==> config.mk <==
export PLATFORM = sky130hd
export DESIGN_NAME = e_car_controller
export DESIGN_NICKNAME = d
export VERILOG_FILES = /design/src/rtl/e_car_controller_pkg.sv /design/src/rtl/e_cycle_timer.sv /design/src/rtl/e_car_controller.sv
export SDC_FILE = /design/constraint.sdc
export NUM_CORES = 1
export LEC_CHECK = 0
export ABC_CLOCK_PERIOD_IN_PS = 2170
export CORE_ASPECT_RATIO = 1.25
export CORE_MARGIN = 8
export CORE_UTILIZATION = 50
export DETAILED_ROUTE_END_ITERATION = 16
export PLACE_DENSITY = 0.86
export SYNTH_ARGS = -nofsm -noshare
export SYNTH_HDL_FRONTEND = slang
export SYNTH_SLANG_ARGS = --single-unit
==> constraint.sdc <==
create_clock -name clk -period 2.17 [get_ports clk]
set_input_delay 0.434 -clock clk [delete_from_list [all_inputs] [get_ports clk]]
set_output_delay 0.434 -clock clk [all_outputs]
set_load 0.02 [all_outputs]
==> src/rtl/e_car_controller_pkg.sv <==
// Shared definitions for the 4-floor elevator car sequencer: floor count,
// one-hot floor constants, FSM state encoding and a small constant helper.
package e_car_controller_pkg;

    localparam int unsigned NFLR = 4;

    localparam logic [NFLR-1:0] FLR0 = 4'b0001;
    localparam logic [NFLR-1:0] FLR1 = 4'b0010;
    localparam logic [NFLR-1:0] FLR2 = 4'b0100;
    localparam logic [NFLR-1:0] FLR3 = 4'b1000;

    typedef enum logic [2:0] {
        ST_IDLE   = 3'd0,
        ST_SETTLE = 3'd1,
        ST_MOVE   = 3'd2,
        ST_ARRIVE = 3'd3,
        ST_DOOR   = 3'd4
    } state_t;

    function automatic int unsigned max_u(input int unsigned a, input int unsigned b);
        return (a > b) ? a : b;
    endfunction

endpackage

==> src/rtl/e_cycle_timer.sv <==
// Loadable down-counter shared by the travel and door phases.
// Ports:
//   clk       system clock
//   rst       synchronous active-high reset (value -> 0)
//   load      load load_val this cycle (takes priority over counting)
//   load_val  reload value
//   value     current count
//   zero      count has reached 0 (counter holds there, no wrap)
module e_cycle_timer #(
    parameter int unsigned W = 8
) (
    input  logic         clk,
    input  logic         rst,
    input  logic         load,
    input  logic [W-1:0] load_val,
    output logic [W-1:0] value,
    output logic         zero
);

    always_ff @(posedge clk) begin
        if (rst) begin
            value <= '0;
        end else if (load) begin
            value <= load_val;
        end else if (value != '0) begin
            value <= value - 1'b1;
        end
    end

    assign zero = (value == '0);

endmodule

==> src/rtl/e_car_controller.sv <==
// Car motion/door sequencer for the 4-floor elevator. Steps the one-hot car
// position one floor per travel period in the direction committed during
// SETTLE, opens the door at requested floors and strobes the request latch.
// Ports:
//   clk        system clock
//   rst        synchronous active-high reset (car homes to floor 0)
//   bts        pending requests, one bit per floor, bit0 = ground
//   dir        direction from the direction stage (1 = up), 1-cycle latency
//   curFlr     current floor, one-hot, registered
//   flr_clr    request-clear strobe (= curFlr while the door is open)
//   door_open  door open indicator
//   moving     car travelling between floors
module e_car_controller
    import e_car_controller_pkg::*;
#(
    parameter int unsigned TRAVEL_CYC = 50,
    parameter int unsigned DOOR_CYC   = 100
) (
    input  logic            clk,
    input  logic            rst,
    input  logic [NFLR-1:0] bts,
    input  logic            dir,
    output logic [NFLR-1:0] curFlr,
    output logic [NFLR-1:0] flr_clr,
    output logic            door_open,
    output logic            moving
);

    localparam int unsigned TW = $clog2(max_u(TRAVEL_CYC, DOOR_CYC));
    localparam logic [TW-1:0] TRAVEL_LD = TW'(TRAVEL_CYC - 1);
    localparam logic [TW-1:0] DOOR_LD   = TW'(DOOR_CYC - 1);

    state_t          state, state_nx;
    logic            mv_dir, mv_dir_nx;
    logic [NFLR-1:0] cur_nx, clr_nx;
    logic            door_nx, mov_nx;
    logic            tmr_load, tmr_zero;
    logic [TW-1:0]   tmr_val, tmr_q;
    logic            hit, at_edge;

    assign hit     = |(bts & curFlr);
    assign at_edge = dir ? (curFlr == FLR3) : (curFlr == FLR0);

    e_cycle_timer #(.W(TW)) u_timer (
        .clk      (clk),
        .rst      (rst),
        .load     (tmr_load),
        .load_val (tmr_val),
        .value    (tmr_q),
        .zero     (tmr_zero)
    );

    // State register; outputs are registered alongside the state.
    always_ff @(posedge clk) begin
        if (rst) begin
            state     <= ST_IDLE;
            mv_dir    <= 1'b0;
            curFlr    <= FLR0;
            flr_clr   <= '0;
            door_open <= 1'b0;
            moving    <= 1'b0;
        end else begin
            state     <= state_nx;
            mv_dir    <= mv_dir_nx;
            curFlr    <= cur_nx;
            flr_clr   <= clr_nx;
            door_open <= door_nx;
            moving    <= mov_nx;
        end
    end

    // Next-state and timer reload.
    always_comb begin
        state_nx = state;
        tmr_load = 1'b0;
        tmr_val  = TRAVEL_LD;
        case (state)
            ST_IDLE: begin
                if (hit) begin
                    state_nx = ST_DOOR;
                    tmr_load = 1'b1;
                    tmr_val  = DOOR_LD;
                end else if (|bts) begin
                    state_nx = ST_SETTLE;
                end
            end
            ST_SETTLE: begin
                if (at_edge) begin
                    state_nx = ST_IDLE;
                end else begin
                    state_nx = ST_MOVE;
                    tmr_load = 1'b1;
                    tmr_val  = TRAVEL_LD;
                end
            end
            ST_MOVE: begin
                if (tmr_zero) state_nx = ST_ARRIVE;
            end
            ST_ARRIVE: begin
                if (hit) begin
                    state_nx = ST_DOOR;
                    tmr_load = 1'b1;
                    tmr_val  = DOOR_LD;
                end else if (|bts) begin
                    state_nx = ST_SETTLE;
                end else begin
                    state_nx = ST_IDLE;
                end
            end
            ST_DOOR: begin
                if (tmr_zero) state_nx = ST_IDLE;
            end
            default: state_nx = ST_IDLE;
        endcase
    end

    // Registered outputs follow the state being entered, so moving/door_open
    // are high exactly while the FSM sits in MOVE/DOOR.
    always_comb begin
        mv_dir_nx = (state == ST_SETTLE) ? dir : mv_dir;
        cur_nx    = curFlr;
        if (state == ST_MOVE && tmr_zero) begin
            if (mv_dir && !curFlr[NFLR-1]) begin
                cur_nx = curFlr << 1;
            end else if (!mv_dir && !curFlr[0]) begin
                cur_nx = curFlr >> 1;
            end
        end
        mov_nx  = (state_nx == ST_MOVE);
        door_nx = (state_nx == ST_DOOR);
        clr_nx  = (state_nx == ST_DOOR) ? curFlr : '0;
    end

endmodule
==> out/qor.log, run 1 <==
INFO  outcome        status=completed
INFO  finish         number_of_diodes=0
INFO  timing         finalWorstSetupSlack=282ps
INFO  clock_tree     cts_setup_buffers=0
INFO  timing         worst-slew-pin-transition=428ps
INFO  power          leakage=0.000474µW
INFO  timing         report.final.hold_viol_count=0
INFO  power          power_report.internal_total=774µW
INFO  clock_tree     total_cts_buffers=3
INFO  critical_path  worst-endpoint-required=1740ps
INFO  synth          synth_most_common_cell=dfxtp_1
INFO  critical_path  crit_chain=clkdlybuf4s50_1
INFO  synth          synth.cells.most_frequent=dfxtp_1, a21oi_1, nand2b_1
INFO  timing         report.final.setup_viol=0
INFO  synth          synthesized_instance_count=107
INFO  critical_path  critical-path-slowest-cell=clkdlybuf4s50_1
INFO  placed_design  port_buffers=16
INFO  timing         grt_setup_unrepaired=false
INFO  timing         final_min_period_over_clock_period=0.870
INFO  global_routing overflow=0
INFO  clock_tree     cts_root_buf=clkbuf_4
INFO  die            dieArea=3730µm²
INFO  global_routing grt_first_pass_wirelength=3750µm
INFO  placed_design  place_congestion=0.754
INFO  finish         filler_cell_count=164
INFO  placed_design  dpl.hpwl=1740µm
INFO  placed_design  dp_cells=144
INFO  finish         drive_above_1_share=0.117
INFO  routing        avgViaCountPerCell=5.86
INFO  routing        detail_route.wirelength=2230µm
INFO  power          sw_frac_of_total=0.368
INFO  critical_path  worst_setup_path_start_kind=register
INFO  critical_path  arrival=1450ps
INFO  synth          yosys-top-cells-area=dfxtp_1, nand2b_1, mux2i_1
INFO  die            io_pins=17
INFO  power          comb_pwr_share=0.426
INFO  clock_tree     clock_tree.htree_level_count=1
INFO  power          p_per_area=990nW/µm²
INFO  die            core-area=1940µm²
INFO  finish         syn_to_final_growth=22.3%
INFO  timing         final.setup_skew=2.28ps
INFO  critical_path  worstPathMaxFanout=9
INFO  timing         maxClockFrequency=530MHz
INFO  clock_tree     worstSkewPairLatency=300ps
INFO  critical_path  slowest_delay=670ps
INFO  routing        drc=0
INFO  synth          yosysTopAreaCellShare=0.416
INFO  power          clock_power_share=0.151
INFO  synth          number_of_nets_in_the_synthesized_netlist=116
INFO  clock_tree     tritoncts=done
INFO  global_routing antenna_violations_before_repair=0
INFO  die            rows=18
INFO  routing        drc_violation_total_after_the_first_tritonroute_iteration=24
INFO  finish         layout.core_utilization=0.638
INFO  synth          synthArstFlopShare=0
INFO  clock_tree     post_cts_hold_buffer_count=0
INFO  timing         finalHoldWorstSlack=529ps
INFO  placed_design  dp_slack=39.1ps
INFO  synth          cell_taking_the_most_area_after_synthesis=dfxtp_1
INFO  global_routing grt_use_total=0.123
INFO  timing         final.min_clock_period=1890ps
INFO  clock_tree     clock-sinks=21
INFO  critical_path  cell_class_contributing_the_biggest_share_of_worst_path_delay=buffers and inverters
INFO  critical_path  r2r_setup_slack=380ps
INFO  synth          ys_types=41
INFO  power          seq_power_share=0.423
INFO  die            chipWidth=56.2µm
INFO  routing        vias=867
INFO  clock_tree     ctsResizeCount=0
INFO  timing         max_slew_margin=0.712
INFO  clock_tree     clock_path_buffers=2
INFO  routing        avgRoutedWirePerCell=15.1µm
INFO  synth          synth_area=1010µm²
INFO  timing         report.final.slew_viol_count=0
INFO  critical_path  timing_worst_setup_path_type=register to output port
INFO  synth          syn_avg_cell_area=9.45µm²
INFO  routing        drt_pre_antenna_iters=4
INFO  finish         nets=138
INFO  die            initial_core_util=0.522
INFO  finish         layout_cells_excl_fill=148
INFO  clock_tree     clk_pin_slew_worst_paths=110ps
INFO  power          vdd_ir_drop_max=580µV
INFO  synth          synth-warning-count=0
INFO  flow_run       cap_viol_max_count=0
INFO  synth          ys_ff_latch=21
INFO  critical_path  critical_path.endpoint_type=output port
INFO  global_routing grt_start_max_net_pins=14
INFO  power          p_sw=450µW
INFO  critical_path  timing.critical_path.buf_inv=1
INFO  global_routing grt_pass1_vias=873
INFO  synth          synth_edf_count=0
INFO  routing        drtAntennaViolNets=0
INFO  synth          part_of_the_yosys_area_used_for_sequential_elements=0.416
INFO  die            chipHeight=66.3µm
INFO  synth          synth-main-ff-cell=dfxtp_1
INFO  timing         finalSetupTns=0ps
INFO  worst_hold_path hold_path.class=register to register
[worst paths after layout]
path | start | end | depth (start not counted)
min reg2reg | mv_dir | mv_dir | 2
max | curFlr[3] | curFlr[3] | 1
min | mv_dir | mv_dir | 2
max reg2reg | u_timer.value[0] | curFlr[0] | 6
[layout make-up]
class                   count  area [µm²]  area share
multi-input cells          80         563       0.455
clock buffers               4        26.3      0.0213
repair buffers             20         190       0.154
flip-flops and latches     21         420       0.340
well taps                  20        25.0      0.0202
inverters                   3        11.3     0.00911
[sequential cells by signal, summed over array words and instances (netlist names)]
name           count
moving             1
mv_dir             1
curFlr             4
state              3
flr_clr            4
u_timer.value      7
door_open          1
[layer usage]
| metal | routed length (µm) | vias up | GRT usage |
|---|---|---|---|
| li1 | - | 436 | - |
| met3 | 54 | 6 | 0.0269 |
| met4 | 46 | 0 | 0.0723 |
| met2 | 1180 | 12 | 0.232 |
| met1 | 951 | 413 | 0.119 |
| met5 | 0 | - | 0 |
[cell families after synthesis]
family / synth area share
adder cells (fa/ha/maj): 0.0247
buffers and inverters: 0.0272
AND/OR/NAND/NOR: 0.261
multiplexers: 0.0507
AO/OA/AOI/OAI: 0.186
XOR/XNOR: 0.0347
flip-flops: 0.416
[metrics by stage]
| step | total power, µW | cell area, µm² |
|---|---|---|
| 2_1_floorplan | 905 | 1010 |
| 3_3_place_gp | 1020 | 1210 |
| 3_5_place_dp | 1050 | 1210 |
| 4_1_cts | 1230 | 1240 |
| 5_1_grt | 1320 | 1240 |
| 6_report | 1220 | 1240 |
[placed cells by master, fill, tap and decap left out, types with 3 or more instances in the layout]
cell type / instances
nor2b_1: 3
a21oi_1: 7
buf_4: 4
o21ai_0: 4
a211oi_1: 3
mux2i_1: 4
and2_1: 3
clkdlybuf4s50_1: 16
nor2_1: 5
nand2b_1: 7
inv_1: 3
clkbuf_4: 3
dfxtp_1: 21
nand2_1: 5
[power by group through the flow]
stage / clock, µW / combinational, µW / sequential (µW)
2_1_floorplan: 0 / 385 / 520
3_3_place_gp: 0 / 498 / 519
3_5_place_dp: 0 / 523 / 526
4_1_cts: 186 / 527 / 517
5_1_grt: 211 / 581 / 530
6_report: 185 / 522 / 517
[worst reg2reg max path: stages, from the launching register on]
cell	delay (ps)
dfxtp_1	400
inv_1	80
ha_1	210
nand2b_1	280
nand4b_1	330
nor2_1	100
a211o_2	310
Note: power is estimated with default switching activity, not from simulation.
==> run 2, diff against run 1 <==
ABC_AREA = 1   (was unset)
==> out/qor.log, run 2 <==
INFO  routing        avgRoutedWirePerCell=12.4µm
INFO  critical_path  worst-endpoint-required=1740ps
INFO  flow_run       cap_viol_max_count=0
INFO  synth          yosys-top-cells-area=dfxtp_1, nand2_1, inv_1
INFO  finish         largest_regs=u_timer.value: 7 flops, curFlr: 4 flops, flr_clr: 4 flops
INFO  finish         final_cell_mix=nand2_1, inv_1, nor2_1, dfxtp_1, clkdlybuf4s50_1
INFO  finish         layout_cells_excl_fill=182
INFO  synth          ys_ff_latch=21
INFO  finish         number_of_diodes=0
INFO  finish         syn_to_final_growth=21.5%
INFO  synth          synth-main-ff-cell=dfxtp_1
INFO  clock_tree     cts_root_buf=clkbuf_4
INFO  placed_design  placedInstanceArea=1200µm²
INFO  clock_tree     ctsResizeCount=0
INFO  critical_path  r2r-start=u_timer.value[1]
INFO  critical_path  cell_class_contributing_the_biggest_share_of_worst_path_delay=buffers and inverters
INFO  worst_hold_path hold_path.class=register to register
INFO  finish         layout.area.seq=420µm²
INFO  die            rows=18
INFO  synth          synth.cells.most_frequent=nand2_1, inv_1, nor2_1
INFO  timing         final.min_clock_period=1820ps
INFO  clock_tree     clock_path_buffers=2
INFO  timing         final.setup_skew=5.05ps
INFO  critical_path  crit_chain=clkdlybuf4s50_1
INFO  routing        drc_violation_total_after_the_first_tritonroute_iteration=28
INFO  clock_tree     clock-sinks=21
INFO  synth          number_of_nets_in_the_synthesized_netlist=151
INFO  timing         report.final.hold_viol_count=0
INFO  timing         max_slew_margin=0.793
INFO  global_routing grt_pass1_vias=916
INFO  finish         layout.core_utilization=0.632
INFO  power          p_per_area=1030nW/µm²
INFO  outcome        status=completed
INFO  critical_path  critical-path-slowest-cell=clkdlybuf4s50_1
INFO  clock_tree     clk_pin_slew_worst_paths=120ps
INFO  clock_tree     total_cts_buffers=3
INFO  critical_path  reg2reg_depth=7
INFO  clock_tree     post_cts_hold_buffer_count=0
INFO  clock_tree     worstSkewPairLatency=310ps
INFO  synth          syn_avg_cell_area=7.10µm²
INFO  die            dieArea=3720µm²
INFO  synth          part_of_the_yosys_area_used_for_sequential_elements=0.417
INFO  synth          post_synth_fa_ha_maj_area_fraction=0.0248
INFO  die            chipWidth=56.2µm
INFO  placed_design  dp_cells=178
INFO  placed_design  port_buffers=16
INFO  clock_tree     cts_setup_buffers=0
INFO  synth          synth_area=1010µm²
INFO  synth          cell_taking_the_most_area_after_synthesis=dfxtp_1
INFO  critical_path  critical_path.endpoint_type=output port
INFO  critical_path  timing.rr.end=flr_clr[1]
INFO  global_routing grt_first_pass_wirelength=3730µm
INFO  global_routing overflow=0
INFO  placed_design  place_congestion=0.856
INFO  routing        drt_pre_antenna_iters=4
INFO  critical_path  slowest_delay=640ps
INFO  placed_design  dpl.hpwl=1810µm
INFO  die            initial_core_util=0.521
INFO  finish         largest_reg_flops=7
INFO  critical_path  critical_path_cell_count=1
INFO  critical_path  timing.critical_path.buf_inv=1
INFO  global_routing antenna_violations_before_repair=0
INFO  synth          synth-warning-count=0
INFO  synth          yosysTopAreaCellShare=0.417
INFO  routing        detail_route.wirelength=2260µm
INFO  timing         report.final.setup_viol=0
INFO  finish         mostFrequentLayoutCell=nand2_1
INFO  finish         regMostFlops=u_timer.value
INFO  timing         report.final.slew_viol_count=0
INFO  critical_path  r2r_setup_slack=760ps
INFO  routing        drc=0
INFO  timing         grt_setup_unrepaired=false
INFO  critical_path  worst_setup_path_start_kind=register
INFO  timing         finalSetupTns=0ps
INFO  die            chipHeight=66.2µm
INFO  synth          synth_compound_area_frac=0.110
INFO  synth          synth_most_common_cell=nand2_1
INFO  critical_path  startpoint=curFlr[0]
INFO  global_routing grt_use_total=0.118
INFO  finish         drive_above_1_share=0.0864
INFO  die            io_pins=17
INFO  synth          muxShareOfSynthArea=0
INFO  power          leakage=0.000562µW
INFO  global_routing grt_start_max_net_pins=13
INFO  critical_path  timing_worst_setup_path_type=register to output port
INFO  timing         final_min_period_over_clock_period=0.841
INFO  routing        vias=926
INFO  finish         finished_layout_cell_area=1220µm²
INFO  synth          ys_types=23
INFO  routing        drtAntennaViolNets=0
INFO  timing         worst-slew-pin-transition=307ps
INFO  power          vdd_ir_drop_max=625µV
INFO  finish         nets=172
INFO  critical_path  arrival=1390ps
INFO  clock_tree     tritoncts=done
INFO  clock_tree     clock_tree.htree_level_count=1
INFO  synth          synthArstFlopShare=0
INFO  synth          synth_simple_gate_area_frac=0.319
INFO  die            core-area=1940µm²
INFO  critical_path  critical_path.endpoint=curFlr[0]
INFO  timing         maxClockFrequency=548MHz
INFO  finish         area_taken_by_multi_input_logic_gates=493µm²
INFO  finish         filler_cell_count=174
INFO  synth          xor_xnor_portion_of_the_synthesized_cell_area=0.0347
INFO  routing        avgViaCountPerCell=5.09
INFO  synth          synthesized_instance_count=142
INFO  synth          synth_top_family_by_area=simple AND/OR/NAND/NOR gates
INFO  synth          synth_edf_count=0
INFO  critical_path  worstPathMaxFanout=5
run 2: cell count changes after synthesis, moves of 4 or more:
cell      before  now
nand2_1        5   29
nand2b_1       7    0
nand3_1        1    5
mux2i_1        4    0
nor2_1         5   23
o21ai_0        4    8
inv_1          3   23
run 2: logic make-up (layout without fill, tap and decap cells):
family	count (synthesis)	after routing
and+or+nand+nor	69	69
buffers and inverters	25	45
AOI/OAI and AO/OA	21	21
DFF	21	21
xor gates and xnor gates	4	4
adders and majority gates	2	2
run 2: metal layers:
layer | vias up | GRT usage | share of wire
li1 | 483 | - | -
met1 | 422 | 0.121 | 0.41
met2 | 17 | 0.229 | 0.55
met3 | 4 | 0.0192 | 0.032
met4 | 0 | 0.0452 | 0.0089
met5 | - | 0 | 0
run 2: layout make-up:
type,instances,share of cell area
sequential,21,0.343
clock buffer,3,0.0184
tap,20,0.0204
multi-input combinational,96,0.402
clock inverter,1,0.00409
timing repair buffer,17,0.137
inverter,24,0.0746
run 2: through the flow:
stage                     hold WS [ps]  setup slack (ps)  power (µW)
after global placement             506               440        1070
after global routing               549               287        1360
after detailed placement           521               387        1090
after floorplan                    481               922         962
final                              542               346        1260
after CTS                          539               342        1270
run 2: worst min path at each step:
| stage | from | to | slack [ps] | depth (start not counted) |
|---|---|---|---|---|
| 2_1_floorplan | u_timer.value[1] | u_timer.value[1] | 480 | 2 |
| 3_3_place_gp | u_timer.value[1] | u_timer.value[1] | 510 | 2 |
| 3_5_place_dp | u_timer.value[1] | u_timer.value[1] | 520 | 2 |
| 4_1_cts | u_timer.value[1] | u_timer.value[1] | 540 | 2 |
| 5_1_grt | u_timer.value[1] | u_timer.value[1] | 550 | 2 |
| 6_report | u_timer.value[1] | u_timer.value[1] | 540 | 2 |
run 2: power by group:
group          internal (µW)  switching [µW]
clock network           68.8             120
logic                    213             349
registers                461            49.4
==> run 3, diff against run 2 <==
ABC_CLOCK_PERIOD_IN_PS = 1800   (was 2170)
clock period = 1.8 ns   (was 2.17 ns; I/O delays follow)
==> out/qor.log, run 3 (synthesis results as in run 2) <==
INFO  critical_path  worstPathMaxFanout=5
INFO  power          sw_frac_of_total=0.415
INFO  critical_path  r2r-start=u_timer.value[0]
INFO  global_routing grt_start_max_net_pins=13
INFO  die            rows=18
INFO  worst_hold_path worst_hold_path.endpoint=u_timer.value[1]
INFO  die            initial_core_util=0.521
INFO  placed_design  port_buffers=16
INFO  timing         report.final.slew_viol_count=0
INFO  clock_tree     cts_setup_buffers=0
INFO  finish         regMostFlops=u_timer.value
INFO  timing         final_min_period_over_clock_period=0.963
INFO  die            chipHeight=66.2µm
INFO  power          clock_power_share=0.152
INFO  routing        topRoutingLayerUsed=met4
INFO  global_routing grt_first_pass_wirelength=3930µm
INFO  finish         number_of_diodes=0
INFO  clock_tree     worstSkewPairLatency=310ps
INFO  timing         final.setup_skew=6.77ps
INFO  critical_path  worst-endpoint-required=1440ps
INFO  power          leakage=0.000581µW
INFO  routing        drt_pre_antenna_iters=4
INFO  worst_hold_path hold_path.class=register to register
INFO  finish         largest_reg_flops=7
INFO  timing         report.final.hold_viol_count=0
INFO  clock_tree     total_cts_buffers=3
INFO  global_routing grt_pass1_vias=925
INFO  finish         final_cell_mix=nand2_1, inv_1, nor2_1, dfxtp_1, clkdlybuf4s50_1
INFO  finish         drive_above_1_share=0.0864
INFO  placed_design  place_congestion=0.856
INFO  critical_path  slowest_delay=640ps
INFO  clock_tree     clock_tree.htree_level_count=1
INFO  finish         largest_regs=u_timer.value: 7 flops, curFlr: 4 flops, flr_clr: 4 flops
INFO  timing         finalWorstSetupSlack=66.0ps
INFO  timing         worst-slew-pin-transition=358ps
INFO  timing         max_slew_margin=0.761
INFO  global_routing grt_use_total=0.128
INFO  critical_path  timing.rr.end=flr_clr[0]
INFO  timing         grt_setup_unrepaired=false
INFO  power          power_report.internal_total=895µW
INFO  flow_run       cap_viol_max_count=0
INFO  critical_path  critical-path-slowest-cell=clkdlybuf4s50_1
INFO  global_routing antenna_violations_before_repair=0
INFO  power          vdd_ir_drop_max=691µV
INFO  routing        drtAntennaViolNets=0
INFO  critical_path  critical_path.endpoint_type=output port
INFO  timing         final.min_clock_period=1730ps
INFO  timing         maxClockFrequency=577MHz
INFO  worst_hold_path min_delay_path_depth=2
INFO  power          p_sw=636µW
INFO  global_routing overflow=0
INFO  routing        detailed_route_wirelength_on_metal2=1220µm
INFO  die            chipWidth=56.2µm
INFO  power          comb_pwr_share=0.448
INFO  timing         report.final.setup_viol=0
INFO  critical_path  arrival=1370ps
INFO  routing        vias=946
INFO  clock_tree     cts_root_buf=clkbuf_4
INFO  finish         syn_to_final_growth=22.0%
INFO  timing         finalHoldWorstSlack=527ps
INFO  placed_design  dpl.hpwl=1780µm
INFO  clock_tree     tritoncts=done
INFO  clock_tree     clock_path_buffers=2
INFO  critical_path  r2r_setup_slack=370ps
INFO  clock_tree     ctsResizeCount=0
INFO  routing        drc_violation_total_after_the_first_tritonroute_iteration=27
INFO  critical_path  cell_class_contributing_the_biggest_share_of_worst_path_delay=buffers and inverters
INFO  clock_tree     post_cts_hold_buffer_count=0
INFO  routing        wl_met1=896µm
INFO  critical_path  crit_chain=clkdlybuf4s50_1
INFO  critical_path  timing.critical_path.buf_inv=1
INFO  placed_design  dp_slack=76.2ps
INFO  routing        drc=0
INFO  timing         finalSetupTns=0ps
INFO  outcome        status=completed
INFO  finish         nets=172
INFO  critical_path  timing_worst_setup_path_type=register to output port
INFO  routing        route.met3.wl=78µm
INFO  die            io_pins=17
INFO  routing        avgViaCountPerCell=5.20
INFO  routing        avgRoutedWirePerCell=12.2µm
INFO  finish         mostFrequentLayoutCell=nand2_1
INFO  critical_path  worst_setup_path_start_kind=register
INFO  power          seq_power_share=0.400
INFO  worst_hold_path hp-start=u_timer.value[1]
INFO  clock_tree     clk_pin_slew_worst_paths=120ps
INFO  die            core-area=1940µm²
INFO  routing        detail_route.wirelength=2230µm
INFO  die            dieArea=3720µm²
INFO  clock_tree     clock-sinks=21
INFO  critical_path  reg2reg_depth=7
INFO  power          p_per_area=1240nW/µm²
INFO  finish         filler_cell_count=172
-- run 3: changes by cell type in the layout (fill, tap and decap cells not counted), sizes merged --
cell and change:
dlymetal6s2s +2, clkdlybuf4s50 -2
-- run 3: power groups by stage --
| stage | Combinational [µW] | Sequential, µW | Clock (µW) |
|---|---|---|---|
| global placement | 661 | 621 | 0 |
| CTS | 688 | 615 | 232 |
| global route | 784 | 625 | 253 |
| finish | 685 | 613 | 233 |
| detailed placement | 684 | 627 | 0 |
| floorplan | 533 | 626 | 0 |
-- run 3: cell type report --
cell class | instances | area (µm²) | area share
multi-input combinational | 96 | 493 | 0.401
tap | 20 | 25.0 | 0.0203
sequential | 21 | 420 | 0.342
timing repair buffer | 17 | 173 | 0.140
clock buffer | 3 | 22.5 | 0.0183
clock inverter | 1 | 5.00 | 0.00407
inverter | 24 | 91.3 | 0.0743
-- run 3: worst max-delay path by stage --
stage / slack [ps] / to / from / cells after the start
after detailed placement: 80 / u_timer.value[6] / bts[2] / 9
after global routing: 20 / curFlr[3] / curFlr[3] / 1
after CTS: 30 / curFlr[0] / curFlr[0] / 1
after floorplan: 550 / u_timer.value[0] / u_timer.value[0] / 8
final: 70 / curFlr[3] / curFlr[3] / 1
after global placement: 160 / u_timer.value[6] / bts[2] / 9
-- run 3: routing by layer --
layer	vias up	global-route usage
met5	-	0
met4	0	0.0542
met3	5	0.0288
met2	20	0.250
met1	439	0.125
li1	482	-
-- run 3: through the flow --
stage	cell area, µm²	util	cells	total power [µW]
floorplan	1010	-	142	1160
global placement	1200	0.618	178	1280
detailed placement	1200	0.618	178	1310
CTS	1220	0.632	182	1540
global route	1230	0.635	182	1660
finish	1230	0.635	182	1530
